--- src/rtl/mda_shutdown_controller.sv ---
// Supervisory shutdown controller: synchronised fault latching, gated re-enable via clear + hold-off.
// Define MDA_SHUTDOWN_WDT_EN to include the software heartbeat watchdog.
module mda_shutdown_controller #(
    parameter int NUM_FAULTS     = 2,
    parameter int HOLDOFF_CYCLES = 1000,
    parameter int WDT_CYCLES     = 50000000
) (
    input  logic                  clk,
    input  logic                  reset_n,
    input  logic [NUM_FAULTS-1:0] fault_in,
    input  logic                  heartbeat,
    input  logic                  clear_req,
    output logic                  shutdown,
    output logic [NUM_FAULTS-1:0] fault_latched,
    output logic                  wdt_tripped,
    output logic [1:0]            state,
    output logic                  clear_ack,
    output logic                  clear_nack
);
    typedef enum logic [1:0] {
        ST_SAFE    = 2'b00,
        ST_RUN     = 2'b01,
        ST_TRIPPED = 2'b10,
        ST_HOLDOFF = 2'b11
    } state_t;

    localparam int HOLD_W = (HOLDOFF_CYCLES > 1) ? $clog2(HOLDOFF_CYCLES) : 1;
    localparam logic [HOLD_W-1:0] HOLD_LOAD = HOLD_W'(HOLDOFF_CYCLES - 1);

    logic [NUM_FAULTS-1:0] r_sync1, r_sync2;
    logic [NUM_FAULTS-1:0] r_latched, w_latched_next;
    logic [HOLD_W-1:0]     r_hold, w_hold_next;
    state_t                r_state, w_state_next;
    logic                  r_shutdown, r_ack, r_nack;
    logic                  w_ack_next, w_nack_next;
    logic                  w_fault;

    assign w_fault = |r_sync2;

`ifdef MDA_SHUTDOWN_WDT_EN
    localparam int WDT_W = (WDT_CYCLES > 1) ? $clog2(WDT_CYCLES) : 1;
    localparam logic [WDT_W-1:0] WDT_LOAD = WDT_W'(WDT_CYCLES - 1);

    logic [WDT_W-1:0] r_wdt, w_wdt_next;
    logic             r_wdt_tripped, w_wdt_tripped_next;

    always_ff @(posedge clk or negedge reset_n) begin
        if (!reset_n) begin
            r_wdt         <= '0;
            r_wdt_tripped <= 1'b0;
        end else begin
            r_wdt         <= w_wdt_next;
            r_wdt_tripped <= w_wdt_tripped_next;
        end
    end

    assign wdt_tripped = r_wdt_tripped;
`else
    logic w_unused_heartbeat;
    assign w_unused_heartbeat = heartbeat;
    assign wdt_tripped        = 1'b0;
`endif

    always_comb begin
        w_state_next   = r_state;
        w_hold_next    = r_hold;
        w_latched_next = r_latched | r_sync2;
        w_ack_next     = 1'b0;
        w_nack_next    = 1'b0;
`ifdef MDA_SHUTDOWN_WDT_EN
        w_wdt_next         = r_wdt;
        w_wdt_tripped_next = r_wdt_tripped;
`endif
        case (r_state)
            ST_SAFE, ST_TRIPPED: begin
                // A live fault always overrides a clear request.
                if (clear_req) begin
                    if (w_fault) begin
                        w_nack_next = 1'b1;
                    end else begin
                        w_state_next   = ST_HOLDOFF;
                        w_hold_next    = HOLD_LOAD;
                        w_latched_next = '0;
`ifdef MDA_SHUTDOWN_WDT_EN
                        w_wdt_tripped_next = 1'b0;
`endif
                    end
                end
            end
            ST_HOLDOFF: begin
                if (w_fault) begin
                    w_state_next = ST_TRIPPED;
                    w_nack_next  = 1'b1;
                end else if (r_hold == '0) begin
                    w_state_next = ST_RUN;
                    w_ack_next   = 1'b1;
`ifdef MDA_SHUTDOWN_WDT_EN
                    w_wdt_next = WDT_LOAD;
`endif
                end else begin
                    w_hold_next = r_hold - HOLD_W'(1);
                end
            end
            ST_RUN: begin
`ifdef MDA_SHUTDOWN_WDT_EN
                // Heartbeat beats a simultaneous expiry; a fault records a coincident expiry too.
                if (w_fault) begin
                    w_state_next = ST_TRIPPED;
                    if (r_wdt == '0 && !heartbeat) w_wdt_tripped_next = 1'b1;
                end else if (heartbeat) begin
                    w_wdt_next = WDT_LOAD;
                end else if (r_wdt == '0) begin
                    w_state_next       = ST_TRIPPED;
                    w_wdt_tripped_next = 1'b1;
                end else begin
                    w_wdt_next = r_wdt - WDT_W'(1);
                end
`else
                if (w_fault) w_state_next = ST_TRIPPED;
`endif
            end
            default: w_state_next = ST_SAFE;
        endcase
    end

    always_ff @(posedge clk or negedge reset_n) begin
        if (!reset_n) begin
            r_sync1    <= '0;
            r_sync2    <= '0;
            r_latched  <= '0;
            r_hold     <= '0;
            r_state    <= ST_SAFE;
            r_shutdown <= 1'b1;
            r_ack      <= 1'b0;
            r_nack     <= 1'b0;
        end else begin
            r_sync1    <= fault_in;
            r_sync2    <= r_sync1;
            r_latched  <= w_latched_next;
            r_hold     <= w_hold_next;
            r_state    <= w_state_next;
            r_shutdown <= (w_state_next != ST_RUN);
            r_ack      <= w_ack_next;
            r_nack     <= w_nack_next;
        end
    end

    assign shutdown      = r_shutdown;
    assign fault_latched = r_latched;
    assign state         = r_state;
    assign clear_ack     = r_ack;
    assign clear_nack    = r_nack;
endmodule
--- config.mk ---
export PLATFORM = sky130hd
export DESIGN_NAME = mda_shutdown_controller
export DESIGN_NICKNAME = d
export VERILOG_FILES = /design/src/rtl/mda_shutdown_controller.sv
export SDC_FILE = /design/constraint.sdc
export NUM_CORES = 1
export LEC_CHECK = 0
export CAP_MARGIN = 10
export CORE_MARGIN = 2
export CORE_UTILIZATION = 52
export DETAILED_ROUTE_END_ITERATION = 7
export PLACE_DENSITY = 0.76
export SKIP_LAST_GASP = 1
export SYNTH_ARGS = -nofsm -noshare
export SYNTH_HDL_FRONTEND = slang
export SYNTH_SLANG_ARGS = --single-unit
--- constraint.sdc ---
create_clock -name clk -period 1.8 [get_ports clk]
set_input_delay 0.36 -clock clk [delete_from_list [all_inputs] [get_ports clk]]
set_output_delay 0.36 -clock clk [all_outputs]
set_load 0.1 [all_outputs]
* Yosys cells after proc, flatten, opt, wreduce, memory -nomap -nowiden
Index checks and enable logic that the tools add are counted.
Word-level totals: flip-flop bits (word level) 21, input port bits 6, output and inout bits 8, word-level logic and storage cells 44
Operators by class: $add $sub $neg 1, eq/ne operators 8, mux-type cells 20, bitwise operators 1, reduce and logical (&&, ||, !) cells 6
Operators with widths (number):
- $mux W10 | 4
- $pmux W10 S2 | 1
- $mux W2 | 8
- $logic_not A10 Y1 | 1
- $sub A10 B1 Y10 const B | 1
- $ne A2 B2 Y1 const B | 4
- $pmux W2 S3 | 1
- $mux W1 | 5
- $reduce_and A5 Y1 | 1
- $eq A2 B2 Y1 const B | 2
- $reduce_or A2 Y1 | 2
- $eq A2 B1 Y1 const B | 1
- $logic_not A2 Y1 | 1
- $ne A2 B1 Y1 const B | 1
- $or A2 B2 Y2 | 1
- $pmux W1 S2 | 1
- $reduce_bool A2 Y1 | 1

* Longest topological paths before layout
Gate-level depths: netlist (run 1).
depth in word-level cells 5, gate-level depth with buffers 6, mapped depth without buffers 6

* Least setup slack after synthesis (run 1)
Ideal clock, no wire load.
path type reg2reg, start register r_state[0], in the netlist state[0], end register r_hold[8], setup time 121 ps, arrival time 1910 ps, required time 1679 ps, setup slack -231 ps, stages on the path, launching flop included 5, buffers on the path 1, path through dfrtp_1 -> nand2_1 -> buf_1 -> a31o_2 -> a22o_1
On the way: word-level cells in the longest chain between the ends 4
RTL lines:
- start, declared | line 33 | state_t r_state, w_state_next;
- start signal, assigned | line 141 | r_state <= w_state_next;
- $eq A2 B2 Y1 or $logic_not A2 Y1 (tied branches) | line 74 | case (r_state)
- $reduce_or A2 Y1 | line 74
- $ne A2 B2 Y1 (no line) or $reduce_bool A2 Y1 (tied branches)
- $reduce_and A5 Y1 (no line)
- end signal, assigned | line 140 | r_hold <= w_hold_next;
- end, declared | line 32 | logic [HOLD_W-1:0] r_hold, w_hold_next;
Parallel ways exist; a longest one is shown, timed or not. A chain may end at the register's enable or synchronous reset.

* Final worst setup path (run 1)
start register r_hold[3], end register r_hold[7]
On the way: word-level cells in the longest chain between the ends 4
RTL lines:
- $sub A10 B1 Y10 | line 101 | w_hold_next = r_hold - HOLD_W'(1);
- $mux W10 | line 94 | end else if (r_hold == '0) begin
- $mux W10 | line 91 | if (w_fault) begin
- $pmux W10 S2 | line 74
Parallel ways exist; a longest one is shown, timed or not. The select of a mux whose other input is x is not followed.

==> key figures, run 1 <==
Status
  • Status: complete, no violations

Power
  • Pwr Density: roughly 700 mW/mm^2
  • VDD IR-drop max: 707.1 uV
  • Leak: 0.5678 nW

Drt
  • Final routed DRC violation total: 0
  • Vias: roughly 840
  • Vias/cell: roughly 5.8
  • First-pass DRT Iterations: 4
  • Aggregate routed wire length: approximately 2200 um
  • Antenna Nets Post-Route: 0
  • Drt first-iter violations: 28
  • Avg WL per Cell: ~15 um

Setup path
  • Startpoint types: flip-flop
  • WP data required: between 2 and 2.5 ns
  • Worst Path Max Fanout: 6
  • Crit end category: flip-flop
  • Crit path largest cell delay: 0.58 ns
  • CP Cell Sequence: or4_4 -> a311oi_4 -> and4_1 -> nor3_2
  • Data arrival time of the worst path: just under 2 ns
  • Crit-path slowest cell: or4_4
  • Setup CP Type: flip-flop to flip-flop

Flow run
  • Max-cap violations: 0

Synth
  • Post-synthesis cell count: 96
  • Mux cell area share after synthesis: 0
  • Syn Nets: 103
  • Asr flop ratio synth: 1.000
  • Yosys warnings: 0
  • Post-Synth XOR/XNOR Area: 0
  • Flops & latches, synth: 21
  • Post-Synthesis Cell Area: between 0.001 and 0.0015 mm^2
  • Syn avg cell area: around 11 um^2
  • Largest family of logic cells by synthesized area: simple AND/OR/NAND/NOR gates
  • Post-synth EDFFs: 0
  • Post-Synth Simple-Gate Area: 0.2218
  • Sequential element share of the synthesized area: 0.5217
  • Post-Synth Adder-Cell Area: 0.01239
  • Synth Flop Type: dfrtp_1
  • Synth cell types: 40
  • Synth Area in Compound Gates: 0.2069

Finish
  • Post-layout nets: 127
  • Commonest non-fill, non-tap cell in the layout: dfrtp_1
  • Fillers: roughly 120
  • Post-layout util: 0.7586
  • Multi-input logic area: 480.5 um^2
  • Design area: 0.001353 mm^2
  • Synthesis-to-layout area growth: 33.95%
  • FF/Latch Area: about 530 um^2
  • Most frequent cells in the layout: 16 x dfrtp_1, 11 x nor2_1, 11 x buf_4
  • Share of cells above drive strength 1: 0.3697
  • Number of diodes: 0

Timing
  • Final Setup Violations: 0
  • Fin crit share: 0.9543
  • Tmin final: 1.718 ns
  • Final Skew: roughly 0.0063 ns
  • Worst hold slack: between 0.3 and 0.4 ns
  • Slew Limit Fails: 0
  • Fin. Hold Viols: 0
  • Worst setup margin: 0.08222 ns
  • Max frequency: 582.1 MHz

Floorplan
  • Rows: 15
  • Die X: between 40 and 50 um
  • Core ar.: between 0.0015 and 0.002 mm^2
  • IO Count: 14
  • Die Footprint: roughly 0.0023 mm^2
  • Die height: ~48 um
  • Initial Utilization: 0.5663

Clock tree
  • # hold bufs at CTS: 0
  • Clock tree buffer depth: 2
  • Sink Count: 21
  • Clock input transition at the sequential cells of the worst setup and hold paths: roughly 0.12 ns
  • CTS root buf: clkbuf_4
  • H-tree depth: 1
  • Worst-Skew Late Latency: just over 0.3 ns
  • Total CTS buffers: 3
  • CTS tree: built

Global routing
  • First-pass GRT wire length: between 3000 and 4000 um
  • Total gr overflow: 0
  • Vias in the first global route: roughly 770
  • Initial antenna violation count: 0
  • Gr usage total: 0.2260
  • Pin count of the biggest net entering global routing: 22

Min path
  • Hold crit path type: flip-flop to flip-flop

Place
  • Area after DPL: 0.001276 mm^2
  • Place WS: roughly 0.026 ns
  • Post-DP HPWL: ~1600 um
  • IO buf count: 11
  • Final RePlAce weighted congestion: approximately 0.8
[power breakdown]
group / internal [mW] / switching, mW
Sequential: 0.499 / 0.0263
Clock: 0.0831 / 0.145
Combinational: 0.0799 / 0.122
Total: 0.662 / 0.293
[path summary, 6_finish.rpt]
check / start / endpoint / slack [ns] / depth (start not counted)
min: r_sync1[1] / r_sync2[1] / 0.36 / 0
max: r_hold[3] / r_hold[7] / 0.08 / 4
max reg2reg: r_hold[3] / r_hold[7] / 0.08 / 4
min in group asynchronous: reset_n / r_hold[6] / 0.38 / 2
min reg2reg: r_sync1[1] / r_sync2[1] / 0.36 / 0
max in group asynchronous: reset_n / shutdown / 1.15 / 2
[repair_timing]
action,in CTS,in global routing
gates resized for setup,1,8
gates cloned,0,0
endpoints found under the setup margin,1,5
setup buffers,0,2
pin swaps,0,1
[synthesized netlist by cell type, drive strengths merged, types with 2 or more instances]
| cell | number | area share |
|---|---|---|
| dfrtp | 20 | 0.50 |
| nor2 | 12 | 0.045 |
| o21ai | 7 | 0.038 |
| a21oi | 5 | 0.036 |
| inv | 5 | 0.019 |
| nor3 | 5 | 0.030 |
| nand2 | 4 | 0.015 |
| nand2b | 3 | 0.019 |
| nand3 | 3 | 0.015 |
| o31ai | 3 | 0.022 |
| a211oi | 2 | 0.020 |
| a21o | 2 | 0.015 |
| and3 | 2 | 0.012 |
| and4 | 2 | 0.017 |
| buf | 2 | 0.011 |
| nor4b | 2 | 0.024 |
[metal layers]
metal  share of wire  up-vias  track usage
met5               0        -            0
met4           0.017        0      0.08649
met3           0.047        5      0.03774
met2            0.50       26       0.3867
met1            0.43      410       0.2850
li1                -      398            -
[area by class of cell]
| type | instances | share of cell area |
|---|---|---|
| Multi-Input combinational cell | 67 | 0.3552 |
| Clock inverter | 1 | 0.003700 |
| Clock buffer | 3 | 0.01665 |
| Timing Repair Buffer | 22 | 0.1943 |
| Sequential cell | 21 | 0.3932 |
| Tap cell | 25 | 0.02313 |
| Inverter | 5 | 0.01388 |
[cells by family (layout without fill, tap and decap cells)]
logic type / count (synthesis) / after routing
adder cells (fa/ha/maj): 1 / 1
AO/OA/AOI/OAI: 27 / 27
flip-flops: 21 / 21
buffers and inverters: 8 / 31
AND/OR/NAND/NOR: 38 / 38
other: 1 / 1
[critical path, delay by kind of cell, from the launching register on]
kind	cells	cell delay [ns]
flip-flops	1	0.47
AND/OR/NAND/NOR	3	0.88
AO/OA/AOI/OAI	1	0.28
[sequential cells by signal, summed over array words and instances (netlist names)]
signal / cells
state: 2
clear_nack: 1
r_sync1: 2
fault_latched: 2
r_hold: 10
clear_ack: 1
r_sync2: 2
shutdown: 1
[through the flow]
stage / std cells / setup TNS, ns / total power, mW
after floorplan: 96 / 0 / 0.6377
after global placement: 138 / 0 / 0.7061
after detailed placement: 138 / 0 / 0.7161
after CTS: 142 / 0 / 0.9428
after global routing: 144 / -0.0001030 / 0.9967
final: 144 / 0 / 0.9552
(Power assumes the default switching activity.)
==> run 2: changes to the inputs <==
Settings changed: MAX_ROUTING_LAYER from default to met4.
==> key figures, run 2 (same netlist as run 1, synthesis figures left out) <==
Status
  • Status: complete, no violations

Timing
  • RSZ-0062 raised after global routing: true
  • Fin. Hold Viols: 0
  • Slew Limit Fails: 0
  • Fin crit share: 0.9645
  • Worst hold slack: ~0.36 ns
  • Worst setup margin: around 0.064 ns
  • Tmin final: 1.736 ns
  • Final Setup Violations: 0
  • Final Skew: 0.007366 ns
  • Max frequency: 576.0 MHz

Power
  • VDD IR-drop max: between 700 and 800 uV
  • Total chip power: around 960 uW
  • Pwr Density: just over 700 mW/mm^2
  • Leak: between 0.5 and 0.6 nW

Floorplan
  • Die Footprint: about 0.0023 mm^2
  • Die X: 48.07 um
  • IO Count: 14
  • Rows: 15
  • Initial Utilization: 0.5663
  • Core ar.: approximately 0.0018 mm^2
  • Die height: 48.07 um

Place
  • Final RePlAce weighted congestion: ~0.82
  • IO buf count: 11
  • Post-DP HPWL: 1560 um
  • Place WS: approximately 0.026 ns

Global routing
  • Gr usage total: 0.2324
  • Vias in the first global route: approximately 770
  • Total gr overflow: 0
  • First-pass GRT wire length: roughly 3500 um
  • Initial antenna violation count: 0
  • Pin count of the biggest net entering global routing: 22

Setup path
  • Data arrival time of the worst path: around 1.9 ns
  • Crit end category: flip-flop
  • CP Cell Sequence: inv_1 -> ha_2 -> nor4b_2 -> nand3_1 -> o21ai_2 -> buf_4 -> a211oi_2
  • Setup CP Type: flip-flop to flip-flop
  • Startpoint types: flip-flop
  • Worst Path Max Fanout: 5
  • WP data required: 2.01 ns
  • Buf+Inv Stages, Crit Path: 2
  • Crit-path slowest cell: dfrtp_1
  • Crit path largest cell delay: 0.42 ns
  • Crit path max-delay family: simple AND/OR/NAND/NOR gates
  • Reg2Reg Setup Slack: ~0.064 ns

Drt
  • Vias/cell: 5.847
  • Antenna Nets Post-Route: 0
  • Vias: about 840
  • Avg WL per Cell: between 15 and 20 um
  • Drt first-iter violations: 33
  • First-pass DRT Iterations: 4
  • Aggregate routed wire length: 2200 um
  • Final routed DRC violation total: 0

Clock tree
  • Sink Count: 21
  • Total CTS buffers: 3
  • Worst-Skew Late Latency: 0.31 ns
  • # hold bufs at CTS: 0
  • H-tree depth: 1
  • CTS root buf: clkbuf_4
  • CTS tree: built
  • Clock input transition at the sequential cells of the worst setup and hold paths: 0.12 ns
  • Clock tree buffer depth: 2

Finish
  • Most frequent cells in the layout: 16 x dfrtp_1, 11 x nor2_1, 11 x buf_4
  • Synthesis-to-layout area growth: 34.08%
  • Max FFs per register: 10
  • Share of cells above drive strength 1: 0.3697
  • Post-layout nets: 127
  • Fillers: between 100 and 150
  • Post-layout util: 0.7593
  • Biggest register: r_hold
  • Commonest non-fill, non-tap cell in the layout: dfrtp_1
  • Number of diodes: 0

Min path
  • Hold crit path type: flip-flop to flip-flop

Flow run
  • Max-cap violations: 0
## run 2: changes by cell type in the layout (fill, tap and decap cells not counted)
| cell | change |
|---|---|
| inv_1 | +1 |
| and3_2 | +1 |
| and3_1 | -1 |
| inv_2 | -1 |
## run 2: per-stage QoR
step,cells,setup TNS [ns],area [um^2]
4_1_cts,142,0,1310
6_report,144,0,1354
2_1_floorplan,96,0,1012
5_1_grt,144,-0.04259,1354
3_3_place_gp,138,0,1276
3_5_place_dp,138,0,1276
## run 2: worst paths after layout
path / startpoint / end / depth (start not counted)
min reg2reg: r_sync1[1] / r_sync2[1] / 0
max: r_hold[1] / r_hold[9] / 7
min: r_sync1[1] / r_sync2[1] / 0
min in group asynchronous: reset_n / r_hold[6] / 2
max in group asynchronous: reset_n / shutdown / 2
max reg2reg: r_hold[1] / r_hold[9] / 7
## run 2: layout make-up
class	count	area (um^2)	share of cell area
sequential	21	531.8	0.3928
multi-input combinational	67	481.7	0.3558
timing repair buffer	22	262.8	0.1941
tap	25	31.28	0.02311
clock buffer	3	22.52	0.01664
inverter	5	18.77	0.01386
clock inverter	1	5.005	0.003697
## run 2: metal layers
metal,vias to the layer above,part of all wire,track usage
met5,-,0,-
met4,0,0.016,0.08649
met3,5,0.049,0.03774
met2,30,0.50,0.3867
met1,410,0.44,0.2826
li1,397,-,-
## run 2: timing repair
item | CTS | global route
endpoints found under the setup margin | 1 | 5
resized for setup | 1 | 8
pin swaps | 0 | 1
setup buffers | 0 | 2
## run 2: power by group
group	internal, mW	leakage [nW]	switching (mW)
registers	0.499	0.222	0.0259
logic	0.0798	0.330	0.121
clock network	0.0831	0.0177	0.146
==> run 3: changes to the inputs <==
Settings changed: CORE_UTILIZATION 52 to 30, PLACE_DENSITY 0.76 to default.
==> key figures, run 3 (same netlist as run 1, synthesis figures left out) <==
Finish
  • Biggest register: r_hold
  • Share of cells above drive strength 1: 0.3419
  • Number of diodes: 0
  • Post-layout nets: between 100 and 150
  • Post-layout util: 0.4171
  • Design area: around 0.0014 mm^2
  • Most frequent cells in the layout: 17 x dfrtp_1, 11 x nor2_1, 9 x buf_4
  • Fillers: roughly 310
  • Commonest non-fill, non-tap cell in the layout: dfrtp_1
  • Synthesis-to-layout area growth: 35.69%
  • Max FFs per register: 10

Clock tree
  • Clock input transition at the sequential cells of the worst setup and hold paths: ~0.12 ns
  • CTS tree: built
  • H-tree depth: 1
  • Sink Count: 21
  • Worst-Skew Late Latency: 0.31 ns
  • Clock tree buffer depth: 2
  • Total CTS buffers: 3
  • CTS root buf: clkbuf_4

Timing
  • Final Setup Violations: 0
  • Setup TNS: 0 ns
  • Max frequency: 571.2 MHz
  • Fin. Hold Viols: 0
  • Slew Limit Fails: 0
  • Fin crit share: 0.9727
  • Worst hold slack: approximately 0.37 ns
  • Final Skew: between 0.002 and 0.0025 ns
  • Tmin final: about 1.8 ns

Setup path
  • Worst Path Max Fanout: 6
  • CP Cell Sequence: or4_4 -> a311oi_4 -> and4_1 -> nor3_2
  • Crit end category: flip-flop
  • Startpoint types: flip-flop
  • Data arrival time of the worst path: ~2.0 ns
  • Setup CP Type: flip-flop to flip-flop
  • WP data required: 2.00 ns
  • Crit path largest cell delay: between 0.5 and 0.6 ns
  • Crit-path slowest cell: or4_4

Power
  • Leak: 0.5593 nW
  • Total chip power: roughly 960 uW
  • VDD IR-drop max: ~260 uV
  • Pwr Density: 702.9 mW/mm^2

Floorplan
  • Initial Utilization: 0.3074
  • Rows: 21
  • Die height: between 60 and 70 um
  • Die X: 62.02 um
  • IO Count: 14
  • Core ar.: ~0.0033 mm^2
  • Die Footprint: roughly 0.0038 mm^2

Status
  • Status: complete, no violations

Global routing
  • Total gr overflow: 0
  • First-pass GRT wire length: 3401 um
  • Pin count of the biggest net entering global routing: 22
  • Initial antenna violation count: 0
  • Gr usage total: 0.1241
  • Vias in the first global route: between 700 and 800

Drt
  • DR top layer: met4
  • First-pass DRT Iterations: 4
  • M1 WL: ~900 um
  • Final routed DRC violation total: 0
  • Met2 WL: roughly 1100 um
  • Routed met3 length: around 85 um
  • Antenna Nets Post-Route: 0
  • Aggregate routed wire length: between 2000 and 2500 um
  • Avg WL per Cell: between 10 and 15 um
  • Drt first-iter violations: 48
  • Vias: 821
  • Vias/cell: 5.037

Flow run
  • Max-cap violations: 0

Place
  • Area after DPL: roughly 0.0013 mm^2
  • Final RePlAce weighted congestion: 0.9080
  • IO buf count: 11
  • Post-DP HPWL: around 1500 um

Min path
  • Hold crit path type: flip-flop to flip-flop
-- run 3: cell count changes in the layout (fill, tap and decap cells not counted) --
cell / before / now
and3_2: 1 / 0
clkinvlp_4: 0 / 1
and3_1: 1 / 2
nor2_4: 0 / 1
buf_4: 11 / 9
dfrtp_1: 16 / 17
dfrtp_2: 4 / 3
nor2_2: 1 / 0
clkinv_2: 1 / 0
-- run 3: area by class of cell --
class / instances / area (um^2) / area share
Clock buffer: 3 / 22.52 / 0.01644
Clock inverter: 1 / 7.507 / 0.005479
Inverter: 5 / 18.77 / 0.01370
Multi-Input combinational cell: 67 / 485.5 / 0.3543
Sequential cell: 21 / 530.5 / 0.3872
Tap cell: 46 / 57.56 / 0.04201
Timing Repair Buffer: 20 / 247.7 / 0.1808
-- run 3: stage by stage --
step | setup slack (ns) | std cells
after CTS | 0.006173 | 162
final | 0.04917 | 163
after global routing | -0.01524 | 163
after global placement | 0.06024 | 158
after floorplan | 0.06783 | 96
after detailed placement | 0.03060 | 158
-- run 3: worst paths after layout --
kind	from	end	slack (ns)	cells past startpoint
max	r_hold[3]	r_hold[7]	0.05	4
min	r_sync1[1]	r_sync2[1]	0.37	0
max reg2reg	r_hold[3]	r_hold[7]	0.05	4
min reg2reg	r_sync1[1]	r_sync2[1]	0.37	0
max in group asynchronous	reset_n	shutdown	1.15	2
min in group asynchronous	reset_n	state[0]	0.38	2
-- run 3: what timing repair did --
action / in CTS / in global routing
buffers inserted: 0 / 1
hold buffers: 0 / 0
resized for setup: 1 / 7
hold endpoints to repair: 0 / 0
endpoints found under the setup margin: 3 / 5
-- run 3: where the power goes --
| group | total [mW] | internal, mW | switching, mW |
|---|---|---|---|
| Sequential | 0.522 | 0.498 | 0.0232 |
| Combinational | 0.210 | 0.0830 | 0.127 |
| Clock | 0.231 | 0.0847 | 0.147 |
-- run 3: layer usage --
layer  up-vias  track usage
li1        393            -
met1       402       0.1536
met2        22       0.1949
met3         4      0.01863
met4         0      0.06383
met5         -            -
-- run 3: worst max-delay path, delay by kind of cell (launching register included) --
family,cells,cell delay (ns)
AO/OA/AOI/OAI,1,0.32
flip-flops,1,0.46
AND/OR/NAND/NOR,3,0.88
